## src/rtl/counter_arbiter_if.sv

```systemverilog
// Requester/counter bundle for counter_arbiter.
// The master side is the environment: the requesters and the shared counter.
// The slave side is the arbiter.
interface counter_arbiter_if #(
    parameter int WIDTH = 8
);
    // Requester side
    logic [1:0]       REQ;
    logic [WIDTH-1:0] START0;
    logic [WIDTH-1:0] START1;
    logic [WIDTH-1:0] LEN0;
    logic [WIDTH-1:0] LEN1;
    logic [1:0]       GNT;
    logic [1:0]       DONE;
    logic             BUSY;

    // Counter side
    logic             CNT_LOAD;
    logic [WIDTH-1:0] CNT_VALUE;
    logic [WIDTH-1:0] CNT_C;

    modport master (
        output REQ, START0, START1, LEN0, LEN1, CNT_C,
        input  GNT, DONE, BUSY, CNT_LOAD, CNT_VALUE
    );

    modport slave (
        input  REQ, START0, START1, LEN0, LEN1, CNT_C,
        output GNT, DONE, BUSY, CNT_LOAD, CNT_VALUE
    );
endinterface

```

## src/rtl/counter_arbiter.sv

```systemverilog
// Round-robin scheduler that shares one loadable up-counter between two
// requesters. A grant loads the counter with the requester's start value.
// The window closes with a one-cycle DONE once the counter output reaches
// start+length, computed modulo 2^WIDTH.
module counter_arbiter #(
    parameter int WIDTH = 8
) (
    input  logic            CLK,
    input  logic            RESET,
    counter_arbiter_if.slave bus
);

    typedef enum logic [1:0] {
        IDLE = 2'd0,
        LOAD = 2'd1,
        RUN  = 2'd2
    } state_t;

    state_t           state;
    logic             ptr;      // requester favoured when both ask
    logic             owner;    // requester holding the current window
    logic [WIDTH-1:0] target;

    logic [1:0]       gnt;
    logic [1:0]       done;
    logic             busy;
    logic             cnt_load;
    logic [WIDTH-1:0] cnt_value;

    logic             pick;
    logic [WIDTH-1:0] start_sel;
    logic [WIDTH-1:0] target_next;

    // Choose the next owner and its window end from the current requests
    always_comb begin
        // NOTE: every output of a combinational block gets a default first;
        // a path that leaves it unassigned would infer a latch.
        pick        = 1'b0;
        start_sel   = bus.START0;
        target_next = bus.START0 + bus.LEN0;
        if (bus.REQ == 2'b11) begin
            pick = ptr;
        end else begin
            pick = bus.REQ[1];
        end
        if (pick) begin
            start_sel   = bus.START1;
            target_next = bus.START1 + bus.LEN1;   // carry discarded by width
        end
    end

    // Window FSM with all outputs registered; reset aborts any window at once
    always_ff @(posedge CLK or posedge RESET) begin
        if (RESET) begin
            state     <= IDLE;
            ptr       <= 1'b0;
            owner     <= 1'b0;
            target    <= '0;
            gnt       <= '0;
            done      <= '0;
            busy      <= 1'b0;
            cnt_load  <= 1'b0;
            cnt_value <= '0;
        end else begin
            // NOTE: state is written with non-blocking assignments so every
            // register updates from the values present before the edge.
            done <= '0;
            case (state)
                IDLE: begin
                    if (|bus.REQ) begin
                        gnt       <= pick ? 2'b10 : 2'b01;
                        owner     <= pick;
                        ptr       <= ~pick;
                        target    <= target_next;
                        cnt_load  <= 1'b1;
                        cnt_value <= start_sel;
                        busy      <= 1'b1;
                        state     <= LOAD;
                    end
                end
                LOAD: begin
                    // Counter output is stale here; it takes the load at this edge.
                    cnt_load <= 1'b0;
                    state    <= RUN;
                end
                RUN: begin
                    if (bus.CNT_C == target) begin
                        gnt         <= '0;
                        done[owner] <= 1'b1;
                        busy        <= 1'b0;
                        state       <= IDLE;
                    end
                end
                default: begin
                    state <= IDLE;
                end
            endcase
        end
    end

    assign bus.GNT       = gnt;
    assign bus.DONE      = done;
    assign bus.BUSY      = busy;
    assign bus.CNT_LOAD  = cnt_load;
    assign bus.CNT_VALUE = cnt_value;

endmodule

```

## src/flat_wrapper.sv

```systemverilog
// flat-port wrapper written by rule: the top's interface ports become plain ports
module counter_arbiter_flat 
#(
    parameter int WIDTH = 8
)
  (CLK, RESET, bus_REQ, bus_START0, bus_START1, bus_LEN0, bus_LEN1, bus_CNT_C, bus_GNT, bus_DONE, bus_BUSY, bus_CNT_LOAD, bus_CNT_VALUE);
  counter_arbiter_if #(.WIDTH(WIDTH)) bus_i ();
  input  logic CLK;
  input  logic RESET;
  input wire logic [$bits(bus_i.REQ)-1:0] bus_REQ;
  input wire logic [$bits(bus_i.START0)-1:0] bus_START0;
  input wire logic [$bits(bus_i.START1)-1:0] bus_START1;
  input wire logic [$bits(bus_i.LEN0)-1:0] bus_LEN0;
  input wire logic [$bits(bus_i.LEN1)-1:0] bus_LEN1;
  input wire logic [$bits(bus_i.CNT_C)-1:0] bus_CNT_C;
  output wire logic [$bits(bus_i.GNT)-1:0] bus_GNT;
  output wire logic [$bits(bus_i.DONE)-1:0] bus_DONE;
  output wire logic [$bits(bus_i.BUSY)-1:0] bus_BUSY;
  output wire logic [$bits(bus_i.CNT_LOAD)-1:0] bus_CNT_LOAD;
  output wire logic [$bits(bus_i.CNT_VALUE)-1:0] bus_CNT_VALUE;
  assign bus_i.REQ = bus_REQ;
  assign bus_i.START0 = bus_START0;
  assign bus_i.START1 = bus_START1;
  assign bus_i.LEN0 = bus_LEN0;
  assign bus_i.LEN1 = bus_LEN1;
  assign bus_i.CNT_C = bus_CNT_C;
  assign bus_GNT = bus_i.GNT;
  assign bus_DONE = bus_i.DONE;
  assign bus_BUSY = bus_i.BUSY;
  assign bus_CNT_LOAD = bus_i.CNT_LOAD;
  assign bus_CNT_VALUE = bus_i.CNT_VALUE;
  counter_arbiter #(.WIDTH(WIDTH)) u_core (.CLK(CLK), .RESET(RESET), .bus(bus_i));
endmodule
```

## config.mk

```make
export PLATFORM = sky130hd
export DESIGN_NAME = counter_arbiter_flat
export DESIGN_NICKNAME = d
export VERILOG_FILES = /design/src/rtl/counter_arbiter_if.sv /design/src/rtl/counter_arbiter.sv /design/src/flat_wrapper.sv
export SDC_FILE = /design/constraint.sdc
export NUM_CORES = 1
export LEC_CHECK = 0
export CORE_AREA = 8 8 79 64
export DETAILED_ROUTE_END_ITERATION = 16
export DIE_AREA = 0 0 87 72
export GPL_ROUTABILITY_DRIVEN = 0
export GPL_TIMING_DRIVEN = 1
export HOLD_SLACK_MARGIN = 0.06
export PLACE_DENSITY = 0.79
export SETUP_SLACK_MARGIN = 0.02
export SLEW_MARGIN = 20
export SYNTH_ARGS = -nofsm -noshare
export SYNTH_HDL_FRONTEND = slang
export SYNTH_SLANG_ARGS = --single-unit
```

## constraint.sdc

```tcl
create_clock -name CLK -period 4 [get_ports CLK]
set_input_delay 0.4 -clock CLK [delete_from_list [all_inputs] [get_ports CLK]]
set_output_delay 0.4 -clock CLK [all_outputs]
set_load 0.02 [all_outputs]
```

==> results.py, run 1 <==
metrics = {
    "placed_design": {
        "place_ws_ps": 1540,
        "io_buffers": 57,
        "post-dp-hpwl_um": 3370,
        "place_area_um2": 2310,
    },
    "cells_and_area": {
        "area_delta_synth_final_pct": 42.2,
        "multi_input_area_um2": 960,
        "n_antenna_cell": 0,
        "finalInstanceArea_um2": 2380,
        "drive_gt1_share_pct": 4.55,
        "seq_area_um2": 651,
        "final_net_count": 303,
        "fillers": 358,
    },
    "drt": {
        "firstDrtPassIters": 4,
        "vias": 1455,
        "wirelength_um": 4300,
        "drtAntennaViolNets": 0,
        "viasPerCell": 4.90,
        "drc": 0,
        "dr.first_iter.drc_count": 53,
        "avgRoutedWirePerCell_um": 14.5,
    },
    "die": {
        "coreArea_um2": 3830,
        "die-width_um": 87,
        "initial_core_util_pct": 43.7,
        "num_rows": 20,
        "die_area_um2": 6260,
        "die_h_um": 72,
        "pin_count": 58,
    },
    "global_routing": {
        "grt_first_pass_wirelength_um": 7140,
        "track_usage_pct": 14.3,
        "grt_pass1_vias": 1522,
        "grt.overflow.total": 0,
        "antenna_found_initial": 0,
        "grt_max_degree": 27,
    },
    "logic_synthesis": {
        "syn_area_per_cell_um2": 9.13,
        "yosysSeqAreaShare_pct": 38.9,
        "synth_cells": 183,
        "synth-seq-cells": 26,
        "syn_nets": 243,
        "netlist_area_um2": 1670,
        "synthDistinctLibCells": 32,
        "synth_warnings": 0,
    },
    "clock_network": {
        "cts_tree": "yes",
        "clk_pin_slew_ps": 90,
        "htree_levels": 1,
        "cts_resized": 0,
        "clk_latency_ps": 270,
        "cts_num_sinks": 26,
        "cts_hold_buffers": 0,
        "cts_buffers": 3,
        "cts_setup_buffers": 0,
        "clk_path_buf_depth": 2,
        "cts_root_buffer": "clkbuf_8",
    },
    "power_and_ir_drop": {
        "power_density_nw_per_um2": 540,
        "leakagePower_uw": 0.00105,
        "ir_drop_v": 0.000400,
    },
    "sta": {
        "finalSetupViolations": 0,
        "rsz0062_at_grt": "no",
        "setup_ws_ps": 1730,
        "relSlewSlack_pct": 38.8,
        "finalClockSkew_ps": 5.80,
        "fmax_mhz": 441,
        "tightest_slew_ps": 914,
        "min_period_ps": 2270,
        "drv_slew": 0,
        "holdWs_ps": 440,
        "finalHoldViolCount": 0,
        "period_share_pct": 56.6,
        "tns_ps": 0,
    },
    "hold_path": {
        "hp-start": "u_core.owner$_DFFE_PP0P_",
        "worstHoldPathCells": 1,
        "hp-class": "reg -> reg",
        "min_to": "u_core.bus.DONE[0]$_DFF_PP0_",
    },
    "worst_setup_path": {
        "ff2ff_setup_slack_ps": 2170,
        "worstReg2RegEnd": "u_core.target[0]$_DFFE_PP0P_",
        "crit_required_ps": 4180,
        "worstPathArrival_ps": 2450,
        "cp_max_fo": 2,
        "cp-start-kind": "input pin",
        "r2r_start": "u_core.state[0]$_DFFE_PP0P_",
        "startpoint": "bus_START1[0]",
        "path_class": "in -> reg",
        "cp-end-kind": "flip-flop",
        "ff2ff_path_depth": 6,
    },
    "run": {
        "drv_cap": 0,
    },
    "outcome": {
        "status": "completed",
    },
}
registers in the layout, indices dropped and copies added (netlist names):
register and flops:
u_core.bus.DONE 2, u_core.bus.GNT 2, u_core.state 2, u_core.ptr 1, u_core.owner 1, u_core.target 8
u_core.bus.BUSY 1, u_core.bus.CNT_VALUE 8, u_core.bus.CNT_LOAD 1
per-layer routing:
layer	routed length (um)	track usage, %	vias to the layer above
met3	413	5.76	4
li1	-	-	755
met2	1840	21.6	48
met4	26	2.86	0
met5	0	0	-
met1	2010	18.7	648
power by group:
part	leakage [uW]	internal [uW]	total [uW]	switching, uW
Clock	0.0000357	134	221	86.6
Sequential	0.000313	377	446	68.2
Combinational	0.000704	290	618	329
cells in the final DEF (no fill, tap or decap), drive strengths merged, types with 9 or more instances in the layout:
master / instances
dfrtp: 26
nand2: 29
a21oi: 11
inv: 13
a22oi: 9
o21ai: 11
nor2: 12
clkdlybuf4s50: 57
ha: 14
xnor2: 16
cell families (layout without fill, tap and decap cells):
family                     count (synthesis)  count (layout)  synth area share, %
adders and majority gates                 16              16                 12.9
buffers and inverters                     16              75                 3.67
AOI/OAI and AO/OA                         48              48                 19.4
and+or+nand+nor                           57              57                 14.7
xor gates and xnor gates                  20              20                 10.5
DFF                                       26              26                 38.9
critical path, stage by stage:
cell	delay [ps]
clkdlybuf4s50_1	490
ha_1	180
inv_1	60
fa_1	390
nor2b_1	170
nor3_1	80
o21bai_1	180
a21oi_1	100
xor2_1	150
a211oi_1	240
layout make-up:
class | instances | area share, %
multi-input cells | 141 | 40.4
repair buffers | 58 | 24.3
flip-flops and latches | 26 | 27.4
inverters | 13 | 2.05
clock buffers | 3 | 1.74
clock inverters | 1 | 1.26
well taps | 55 | 2.89
through the flow:
step	utilization (%)	std cells	power, uW
after floorplan	-	183	827
after global placement	60.2	293	1060
after detailed placement	60.2	293	1070
after CTS	62.1	297	1300
after global routing	62.1	297	1380
final	62.1	297	1280
Yosys cell counts, drive strengths merged:
library cell  number  share of area [%]
nor3               3               0.90
a21o               4                1.8
nand2             29                6.5
a22oi              9                4.0
a222oi             1               0.60
dfrtp             26                 39
o32ai              1               0.52
or3                2               0.75
buf                1               0.30
a31oi              3                1.5
nor2b              3                1.1
clkbuf             2               0.45
xor2               4                2.1
nand4              2               0.75
a21boi             1               0.45
o21bai             2               0.90
o221ai             2                1.0
a21oi             11                3.7
nand2b             2               0.75
fa                 2                2.4
a311o              1               0.60
inv               13                2.9
nand3              4                1.2
nor2              12                2.7
a211oi             2               0.90
ha                14                 10
xnor2             16                8.4
o21ai             11                3.3
worst max path at each step:
stage	cells after the start	to
CTS	10	u_core.target[6]$_DFFE_PP0P_
finish	10	u_core.target[6]$_DFFE_PP0P_
global route	10	u_core.target[6]$_DFFE_PP0P_
floorplan	7	u_core.target[7]$_DFFE_PP0P_
global placement	10	u_core.target[6]$_DFFE_PP0P_
detailed placement	10	u_core.target[6]$_DFFE_PP0P_
No activity file was read; power rests on OpenSTA's default activity.
==> run 2, diff against run 1 <==
Settings changed: CORE_AREA 8 8 79 64 to 8 8 83 67, DIE_AREA 0 0 87 72 to 0 0 91 75, PLACE_DENSITY 0.79 to 0.75.
Clock period 4 ns to 1.89 ns, I/O delays scaled along.
==> run 2 against run 1 <==
Net effect: cell area increased by 9.1%; clock power increased by 110%; critical path depth decreased by 2; total power increased by 120%; critical path type unchanged; critical endpoint is now u_core.target[7]$_DFFE_PP0P_; largest power group unchanged; highest routed layer unchanged.
==> results.py, run 2 (synthesis results as in run 1) <==
metrics = {
    "sta": {
        "finalClockSkew_ps": 4.97,
        "tightest_slew_ps": 751,
        "drv_slew": 0,
        "finalSetupViolations": 0,
        "finalHoldViolCount": 0,
        "rsz0062_at_grt": "no",
        "min_period_ps": 1800,
        "relSlewSlack_pct": 49.8,
        "fmax_mhz": 556,
        "period_share_pct": 95.1,
    },
    "worst_setup_path": {
        "slowest_stage": "clkdlybuf4s50_1",
        "crit_required_ps": 2030,
        "ff2ff_setup_slack_ps": 200,
        "cp.depth": 8,
        "worstPathArrival_ps": 1940,
        "cp-start-kind": "input pin",
        "critical_path.max_stage_delay_ps": 440,
        "cp-end-kind": "flip-flop",
        "critical_path_buf_inv_count": 1,
        "crit_family": "compound AO/OA/AOI/OAI gates",
        "cp_max_fo": 2,
        "path_cells": "clkdlybuf4s50_1, ha_1, a21oi_2, nor2b_1, a311o_1, a31oi_2, xnor2_1, o32ai_1",
        "path_class": "in -> reg",
        "ff2ff_path_depth": 5,
    },
    "hold_path": {
        "hp-class": "in -> reg",
        "worstHoldPathCells": 3,
    },
    "global_routing": {
        "grt_pass1_vias": 1744,
        "antenna_found_initial": 0,
        "grt_first_pass_wirelength_um": 7720,
        "grt.overflow.total": 0,
        "grt_max_degree": 27,
        "track_usage_pct": 14.1,
    },
    "cells_and_area": {
        "area_delta_synth_final_pct": 55.1,
        "finalInstanceArea_um2": 2590,
        "final_common_cell": "clkdlybuf4s50_1",
        "final_net_count": 324,
        "fillers": 393,
        "final_cell_mix": "clkdlybuf4s50_1 (51), nand2_1 (29), dfrtp_1 (26), buf_4 (22), xnor2_1 (16)",
        "drive_gt1_share_pct": 15.6,
        "n_antenna_cell": 0,
    },
    "die": {
        "die-width_um": 91,
        "coreArea_um2": 4260,
        "initial_core_util_pct": 39.3,
        "pin_count": 58,
        "die_h_um": 75,
        "die_area_um2": 6830,
        "num_rows": 21,
    },
    "outcome": {
        "status": "completed",
    },
    "clock_network": {
        "htree_levels": 1,
        "cts_tree": "yes",
        "cts_root_buffer": "clkbuf_8",
        "cts_buffers": 3,
        "cts_num_sinks": 26,
        "clk_latency_ps": 280,
        "clk_path_buf_depth": 2,
        "cts_hold_buffers": 0,
        "clk_pin_slew_ps": 90,
    },
    "power_and_ir_drop": {
        "power_density_nw_per_um2": 1090,
        "leakagePower_uw": 0.00121,
        "p_total_uw": 2820,
        "ir_drop_v": 0.000669,
    },
    "drt": {
        "drc": 0,
        "avgRoutedWirePerCell_um": 14.6,
        "highest_layer": "met4",
        "viasPerCell": 4.95,
        "vias": 1585,
        "firstDrtPassIters": 4,
        "drtAntennaViolNets": 0,
        "dr_wl_met3_um": 411,
        "wirelength_um": 4660,
        "dr.first_iter.drc_count": 85,
        "route.met2.wl_um": 2170,
        "met1_length_um": 2050,
    },
    "placed_design": {
        "place_area_um2": 2460,
        "io_buffers": 57,
        "post-dp-hpwl_um": 3740,
    },
    "run": {
        "drv_cap": 0,
    },
}
run 2: final timing paths:
check                                                           end                        start
worst max-delay path                   u_core.target[7]$_DFFE_PP0P_                bus_START1[3]
worst min register to register         u_core.bus.DONE[0]$_DFF_PP0_     u_core.owner$_DFFE_PP0P_
min in group asynchronous               u_core.bus.BUSY$_DFFE_PP0P_                        RESET
worst max register to register         u_core.target[0]$_DFFE_PP0P_  u_core.state[0]$_DFFE_PP0P_
max in group asynchronous           u_core.bus.CNT_LOAD$_DFFE_PP0P_                        RESET
worst min-delay path            u_core.bus.CNT_VALUE[0]$_DFFE_PP0P_                bus_START1[0]
run 2: per-stage QoR:
step,setup TNS [ps],setup WS [ps],std cells,hold slack (ps),util [%]
floorplan,0,275,183,229,-
global placement,-1960,-274,315,407,57.8
detailed placement,-2360,-336,315,432,57.8
CTS,0,12.6,320,284,59.8
global route,0,20.6,320,248,60.9
finish,0,91.8,320,221,60.9
run 2: final cells by class:
type / count / area [um2] / share of cell area (%)
multi-input combinational: 141 / 1000 / 38.6
timing repair buffer: 79 / 751 / 29.0
sequential: 26 / 651 / 25.1
tap: 57 / 71.3 / 2.75
inverter: 13 / 48.8 / 1.88
clock buffer: 3 / 41.3 / 1.59
clock inverter: 1 / 30.0 / 1.16
run 2: metal layers:
layer  up-vias  global-route usage [%]
met2        46                    24.8
met1       732                    16.0
met4         0                    2.71
li1        802                       -
met3         5                    5.98
met5         -                       0
run 2: report_power, final:
part	leakage, uW	switching (uW)	internal [uW]	total, uW
logic	0.000860	737	673	1410
registers	0.000313	145	799	943
clock network	0.0000357	187	284	471
total	0.00121	1070	1760	2820
run 2: timing repair:
item,in CTS,in global routing
pin swaps,2,10
endpoints found under the setup margin,3,5
resized for setup,3,13
setup buffers,1,0
run 2: tightest hold or removal path: stages:
cell	delay, ps
dlymetal6s2s_1	120
a22oi_1	100
nand2_1	70
